`config.mk`:
```
export PLATFORM = sky130hd
export DESIGN_NAME = preproc_seq
export DESIGN_NICKNAME = d
export VERILOG_FILES = /design/src/rtl/preproc_seq.sv
export SDC_FILE = /design/constraint.sdc
export NUM_CORES = 1
export LEC_CHECK = 0
export ABC_CLOCK_PERIOD_IN_PS = 4000
export BUFFER_PORTS_ARGS = -buffer_cell sky130_fd_sc_hd__buf_2
export CAP_MARGIN = 30
export CELL_PAD_IN_SITES_DETAIL_PLACEMENT = 2
export CELL_PAD_IN_SITES_GLOBAL_PLACEMENT = 2
export CORE_ASPECT_RATIO = 1.2
export CORE_MARGIN = 2
export CORE_UTILIZATION = 34
export DETAILED_ROUTE_END_ITERATION = 10
export GPL_ROUTABILITY_DRIVEN = 1
export GPL_TIMING_DRIVEN = 0
export PLACE_DENSITY = 0.9
export SYNTH_ARGS = -nofsm -noshare
export SYNTH_HDL_FRONTEND = slang
export SYNTH_SLANG_ARGS = --single-unit
```
`constraint.sdc`:
```
create_clock -name clk_sys -period 4 [get_ports clk_sys]
set_input_delay 0.8 -clock clk_sys [delete_from_list [all_inputs] [get_ports clk_sys]]
set_output_delay 0.8 -clock clk_sys [all_outputs]
set_load 0.01 [all_outputs]
```
`src/rtl/preproc_seq.sv`:
```
// preproc_seq: moves one block of len samples from a show-ahead FIFO into the DFT
// input register, with valid/ready handshake, sop/eop framing, stall counting and abort/flush.
`ifndef FFT_IN_WIDTH
`define FFT_IN_WIDTH 16
`endif

module preproc_seq #(
  parameter int DATA_WIDTH = 2*`FFT_IN_WIDTH,
  parameter int LEN_WIDTH  = 11
) (
  input  logic                  clk_sys,
  input  logic                  rst_sys_n,
  input  logic                  start_i,
  input  logic                  abort_i,
  input  logic [LEN_WIDTH-1:0]  len_i,
  input  logic                  fifo_empty_i,
  input  logic [DATA_WIDTH-1:0] fifo_dout_i,
  output logic                  fifo_re_o,
  output logic                  fifo_clr_o,
  output logic [DATA_WIDTH-1:0] dout_o,
  output logic                  dout_valid_o,
  input  logic                  dout_ready_i,
  output logic                  sop_o,
  output logic                  eop_o,
  output logic                  busy_o,
  output logic                  done_o,
  output logic                  len_err_o,
  output logic [15:0]           stall_cnt_o
);

  localparam logic [1:0] S_IDLE  = 2'd0;
  localparam logic [1:0] S_RUN   = 2'd1;
  localparam logic [1:0] S_DRAIN = 2'd2;
  localparam logic [1:0] S_DONE  = 2'd3;

  localparam logic [LEN_WIDTH-1:0] LEN_ONE = {{(LEN_WIDTH-1){1'b0}}, 1'b1};

  logic [1:0]            r_state;
  logic [LEN_WIDTH-1:0]  r_len;
  logic [LEN_WIDTH-1:0]  r_rdCnt;
  logic [DATA_WIDTH-1:0] r_dout;
  logic                  r_doutValid;
  logic                  r_sop;
  logic                  r_eop;
  logic                  r_fifoClr;
  logic                  r_lenErr;
  logic [15:0]           r_stallCnt;

  logic w_outFree;
  logic w_moreToRead;
  logic w_pop;
  logic w_stall;
  logic w_accept;
  logic w_startOk;
  logic w_eopHit;
  logic w_lastPop;

  // The output register is free when empty or being drained this cycle; abort blocks any pop.
  assign w_outFree    = !r_doutValid || dout_ready_i;
  assign w_moreToRead = (r_rdCnt != r_len);
  assign w_pop        = (r_state == S_RUN) && !abort_i && !r_fifoClr && !fifo_empty_i
                        && w_outFree && w_moreToRead;
  assign w_stall      = (r_state == S_RUN) && !abort_i && fifo_empty_i && w_outFree && w_moreToRead;
  assign w_accept     = r_doutValid && dout_ready_i;
  assign w_startOk    = (r_state == S_IDLE) && start_i && !abort_i && (len_i != '0);
  assign w_eopHit     = (r_rdCnt == (r_len - LEN_ONE));
  assign w_lastPop    = w_pop && w_eopHit;

  assign fifo_re_o    = w_pop;
  assign fifo_clr_o   = r_fifoClr;
  assign dout_o       = r_dout;
  assign dout_valid_o = r_doutValid;
  assign sop_o        = r_sop;
  assign eop_o        = r_eop;
  assign busy_o       = (r_state != S_IDLE);
  assign done_o       = (r_state == S_DONE);
  assign len_err_o    = r_lenErr;
  assign stall_cnt_o  = r_stallCnt;

  always_ff @(posedge clk_sys or negedge rst_sys_n) begin
    if (!rst_sys_n) begin
      r_state     <= S_IDLE;
      r_len       <= '0;
      r_rdCnt     <= '0;
      r_dout      <= '0;
      r_doutValid <= 1'b0;
      r_sop       <= 1'b0;
      r_eop       <= 1'b0;
      r_fifoClr   <= 1'b0;
      r_lenErr    <= 1'b0;
      r_stallCnt  <= '0;
    end else begin
      r_fifoClr <= abort_i;
      r_lenErr  <= (r_state == S_IDLE) && start_i && !abort_i && (len_i == '0);
      if (abort_i) begin
        r_state     <= S_IDLE;
        r_doutValid <= 1'b0;
        r_sop       <= 1'b0;
        r_eop       <= 1'b0;
      end else begin
        case (r_state)
          S_IDLE: begin
            if (w_startOk) begin
              r_len      <= len_i;
              r_rdCnt    <= '0;
              r_stallCnt <= '0;
              r_state    <= S_RUN;
            end
          end
          S_RUN: begin
            if (w_lastPop) r_state <= S_DRAIN;
          end
          // Only the eop word can be in flight here, so its handshake ends the block.
          S_DRAIN: begin
            if (w_accept) r_state <= S_DONE;
          end
          S_DONE:  r_state <= S_IDLE;
          default: r_state <= S_IDLE;
        endcase

        if (w_pop) begin
          r_dout      <= fifo_dout_i;
          r_doutValid <= 1'b1;
          r_sop       <= (r_rdCnt == '0);
          r_eop       <= w_eopHit;
          r_rdCnt     <= r_rdCnt + LEN_ONE;
        end else if (w_accept) begin
          r_doutValid <= 1'b0;
          r_sop       <= 1'b0;
          r_eop       <= 1'b0;
        end

        if (w_stall && (r_stallCnt != 16'hFFFF)) r_stallCnt <= r_stallCnt + 16'd1;
      end
    end
  end

endmodule
```
# Word-level counts from Yosys, hierarchy flattened
# Cells that the tools add are included.
[word_totals] ff_bits=77 inputBits=49 out_inout_bits=56 elab_cells=76
[classes] add_sub_neg=3 eq_ne=9 muxes=18 n_bitwise=1 n_reduce_logical=35
[op_table] op="16-bit two-way mux" n=3
[op_table] op="11-bit two-way mux" n=3
[op_table] op="11-bit logical NOT" n=2
[op_table] op="16-bit by 1-bit adder with 16-bit output, second input constant" n=1
[op_table] op="16-bit inequality test, second input constant" n=1
[op_table] op="1-bit logical AND" n=15
[op_table] op="3-bit AND reduction" n=4
[op_table] op="11-bit by 1-bit adder with 11-bit output, second input constant" n=1
[op_table] op="11-bit == test" n=1
[op_table] op="11-bit inequality test" n=1
[op_table] op="11-bit nonzero test" n=1
[op_table] op="11-bit by 1-bit subtractor with 11-bit output, second input constant" n=1
[op_table] op="2-bit nonzero test" n=5
[op_table] op="3-bit inequality test, second input constant" n=3
[op_table] op="2-bit two-way mux" n=4
[op_table] op="2-bit one-hot mux with 4 select lines" n=1
[op_table] op="1-bit two-way mux" n=7
[op_table] op="2-bit == test, second input constant" n=2
[op_table] op="1-bit logical NOT" n=4
[op_table] op="3-bit nonzero test" n=1
[op_table] op="2-bit by 1-bit == test with 1-bit output, second input constant" n=1
[op_table] op="2-bit logical NOT" n=1
[op_table] op="2-bit AND reduction" n=1
[op_table] op="1-bit logical OR" n=1
[op_table] op="1-bit NOT" n=1

# Depth between registers and ports, before layout
[logic_depth] ltp_word=10 mapped_depth=10 ltp_nobuf=8

# Least setup slack after synthesis
# Ideal clock, no wire load.
[synth_path] path_kind="input to output" start="input abort_i" end="output fifo_re_o" t_arrival_ns=1.981 t_required_ns=3.200 slack_ns=1.219 cell_stages=6 n_path_buf=2 path_cell_list="nor2b_1 nand2_1 or4_1 buf_6 inv_4 buf_2"
[synth_via] elab_chain_cells=6
[synth_rtl] item="start, declared" line_no="14" text="input logic abort_i,"
[synth_rtl] item="1-bit logical NOT" line_no="61" text="assign w_pop = (r_state == S_RUN) && !abort_i && !r_fifoClr && !fifo_empty_i"
[synth_rtl] item="1-bit logical AND (3 in series)" line_no="61"
[synth_rtl] item="1-bit logical AND (2 in series)" line_no="62" text="&& w_outFree && w_moreToRead;"
[synth_rtl] item="end, declared" line_no="18" text="output logic fifo_re_o,"
# Every way passes these cells.

# Final worst setup path
[layout_path] start="register r_len[8]" end="output fifo_re_o"
[layout_via] elab_chain_cells=2
[layout_rtl] item="start, declared" line_no="39" text="logic [LEN_WIDTH-1:0] r_len;"
[layout_rtl] item="start signal, assigned" line_no="104" text="r_len <= len_i;"
[layout_rtl] item="11-bit inequality test" line_no="60" text="assign w_moreToRead = (r_rdCnt != r_len);"
[layout_rtl] item="1-bit logical AND" line_no="62"
# Every way passes these cells.

==> flow_summary.ini <==
[cells_and_area]
final_nets = 617
layout_common_cells = nand2_1, buf_2, dfrtp_1, nand3_1, inv_1
antenna_cells = 0
final_util_pct = 43.7
fin_cells = 722
drive_gt1_share_pct = 25.8
nFillCells = 1343
syn_to_final_growth_pct = 25.9
final_common_cell = nand2_1

[detailed_routing]
met2_length_um = 6730
vias = 3717
via_per_inst = 5.15
top_layer = met4
drc = 0
routed_wl_um = 12900
m1WireLength_um = 5320
ant_nets = 0
dr_wl_met3_um = 641
routedWlPerCell_um = 17.8
first_iter_violations = 112
firstDrtPassIters = 4

[sta]
setup_tns_ns = 0
period_share_pct = 88.0
rsz0062_at_grt = false
hold_slack_ns = 0.412
max_slew_margin_pct = 50.4
hold_violations = 0
finalSetupViolations = 0
fmax_mhz = 284
setup_slack_ns = 0.480
drv_slew = 0
period_minus_slack_ns = 3.52
finalClockSkew_ns = 0.00810
tightestPinTransition_ns = 0.742

[place]
dpl.cell_count = 706
dp_slack_ns = 0.700
io_buffers = 104
dp_hpwl_um = 9750
gp_congestion = 0.786

[yosys]
syn_nets = 501
netlist_area_mm2 = 0.00400
async_reset_ff_share_pct = 100
synth_edf_count = 0
ys_seq_elements = 77
ys_warn_count = 0
yosysUniqueCellTypes = 52
synthCells = 444
synth-seq-area-share_pct = 48.2
synthFlopType = dfrtp_1
syn_avg_cell_area_um2 = 9.01

[clocking]
path_clk_slew_ns = 0.06
cts_max_level = 3
clk_latency_ns = 0.34
cts_resized = 0
hold_buffers = 0
cts-root-buf = clkbuf_16
clock-sinks = 77
clk_path_buf_depth = 2
numCtsBuffers = 9
postCtsSetupBuffers = 0
cts_tree = yes

[job]
maxCapViolations = 0

[floorplanning]
dieHeight_um = 123
ios = 105
dieArea_mm2 = 0.0126
dieWidth_um = 103
start_util_pct = 34.7
rows = 43
core_mm2 = 0.0115

[critical_path]
reg2reg_depth = 8
critical_path_class = flop to output port
cp-start-kind = flop
critPathMaxFanout = 10
worstPathRequired_ns = 3.20
endpoint_kind = output port
r2r_slack_ns = 1.09
arrival_ns = 2.72
rr_endpoint = r_state[0]
r2r-start = r_len[0]

[hold_path]
hp-class = primary input to asynchronous set/reset pin

[global_route]
grt-ovfl-total = 0
grt_max_degree = 49
grt_first_pass_wirelength_um = 21100
antenna_found_initial = 0
grtUsageTotal_pct = 21.7
grt_pass1_vias = 4074

[pwr]
ir_worst_vdd_v = 0.000238
power_leakage_nw = 2.59
powerDensity_mw_per_mm2 = 612

[run_status]
outcome = finished clean
[cell type report]
class                   instances  area (µm²)  area share, %
multi-input cells             330        1900           37.6
flip-flops and latches         77        1930           38.3
inverters                      15        58.8           1.17
well taps                     157         196           3.90
repair buffers                105         551           10.9
plain buffers                  22         118           2.34
clock buffers                  13         270           5.37
clock inverters                 3        18.8          0.373
[layer usage]
metal  global-route usage [%]  vias up
met1                     26.4     1878
met2                     37.9       86
met5                        0        -
li1                         -     1736
met4                     6.50        0
met3                     5.24       17
[flip-flops by register name, summed over array words and instances, names as in the netlist]
register	count
dout_o	32
stall_cnt_o	16
r_len	11
r_rdCnt	11
r_state	2
dout_valid_o	1
eop_o	1
fifo_clr_o	1
len_err_o	1
sop_o	1
[worst max-delay path, stage by stage (launching register included)]
cell     delay [ns]
dfrtp_1        0.47
xor2_1         0.23
or4_1          0.58
nor3_2         0.35
or4_1          0.19
buf_6          0.13
inv_4          0.08
buf_2          0.19
buf_2          0.16
[cells in the mapped netlist (2+ instances only)]
cell type,count,area [µm²]
mux2_4,2,30.0
nor4_1,7,43.8
clkbuf_1,9,33.8
nand3b_1,2,15.0
nand2b_1,4,25.0
nand4_1,3,18.8
or4_1,3,22.5
a22oi_1,2,15.0
dfrtp_1,77,1930
o21ai_0,13,65.1
buf_6,3,33.8
nand3_1,24,120
xnor2_1,5,43.8
ha_1,8,100
mux2i_1,12,120
o311ai_0,2,17.5
nor3_1,7,35.0
buf_2,9,45.0
nand2_1,151,567
o31a_1,2,17.5
or3_1,3,18.8
a221o_1,5,50.1
a21oi_1,9,45.0
inv_1,14,52.6
o31ai_1,4,30.0
o211ai_1,2,15.0
or2_2,2,12.5
a22o_1,3,26.3
nor2_1,11,41.3
a21o_1,3,22.5
mux2_2,3,33.8
and3_1,9,56.3
xor2_1,12,105
[how the worst max path moves through the flow]
stage / start / end / slack (ns) / cells after the start
global placement: abort_i / fifo_re_o / 0.76 / 8
CTS: r_len[8] / fifo_re_o / 0.46 / 8
detailed placement: abort_i / fifo_re_o / 0.70 / 8
global route: r_state[1] / fifo_re_o / 0.37 / 9
floorplan: abort_i / fifo_re_o / 1.22 / 6
finish: r_len[8] / fifo_re_o / 0.48 / 8
[through the flow]
step	instance area, µm²	total power (W)
after CTS	5030	0.00312
after detailed placement	4750	0.00230
after floorplan	4000	0.00184
final	5030	0.00308
after global placement	4720	0.00220
after global routing	5030	0.00330
[where the power goes]
group	switching, W	total, W	leakage (nW)	internal [W]
logic	0.000624	0.00107	1.43	0.000445
clock network	0.000321	0.000792	0.146	0.000470
registers	0.000212	0.00122	1.01	0.00101
[cell families after synthesis]
group | share of synthesized area, %
and+or+nand+nor | 27.0
muxes | 4.60
DFF | 48.2
AOI/OAI and AO/OA | 9.04
adders and majority gates | 2.50
buffers and inverters | 4.41
xor gates and xnor gates | 4.29
Note: power is estimated with default switching activity, not from simulation.
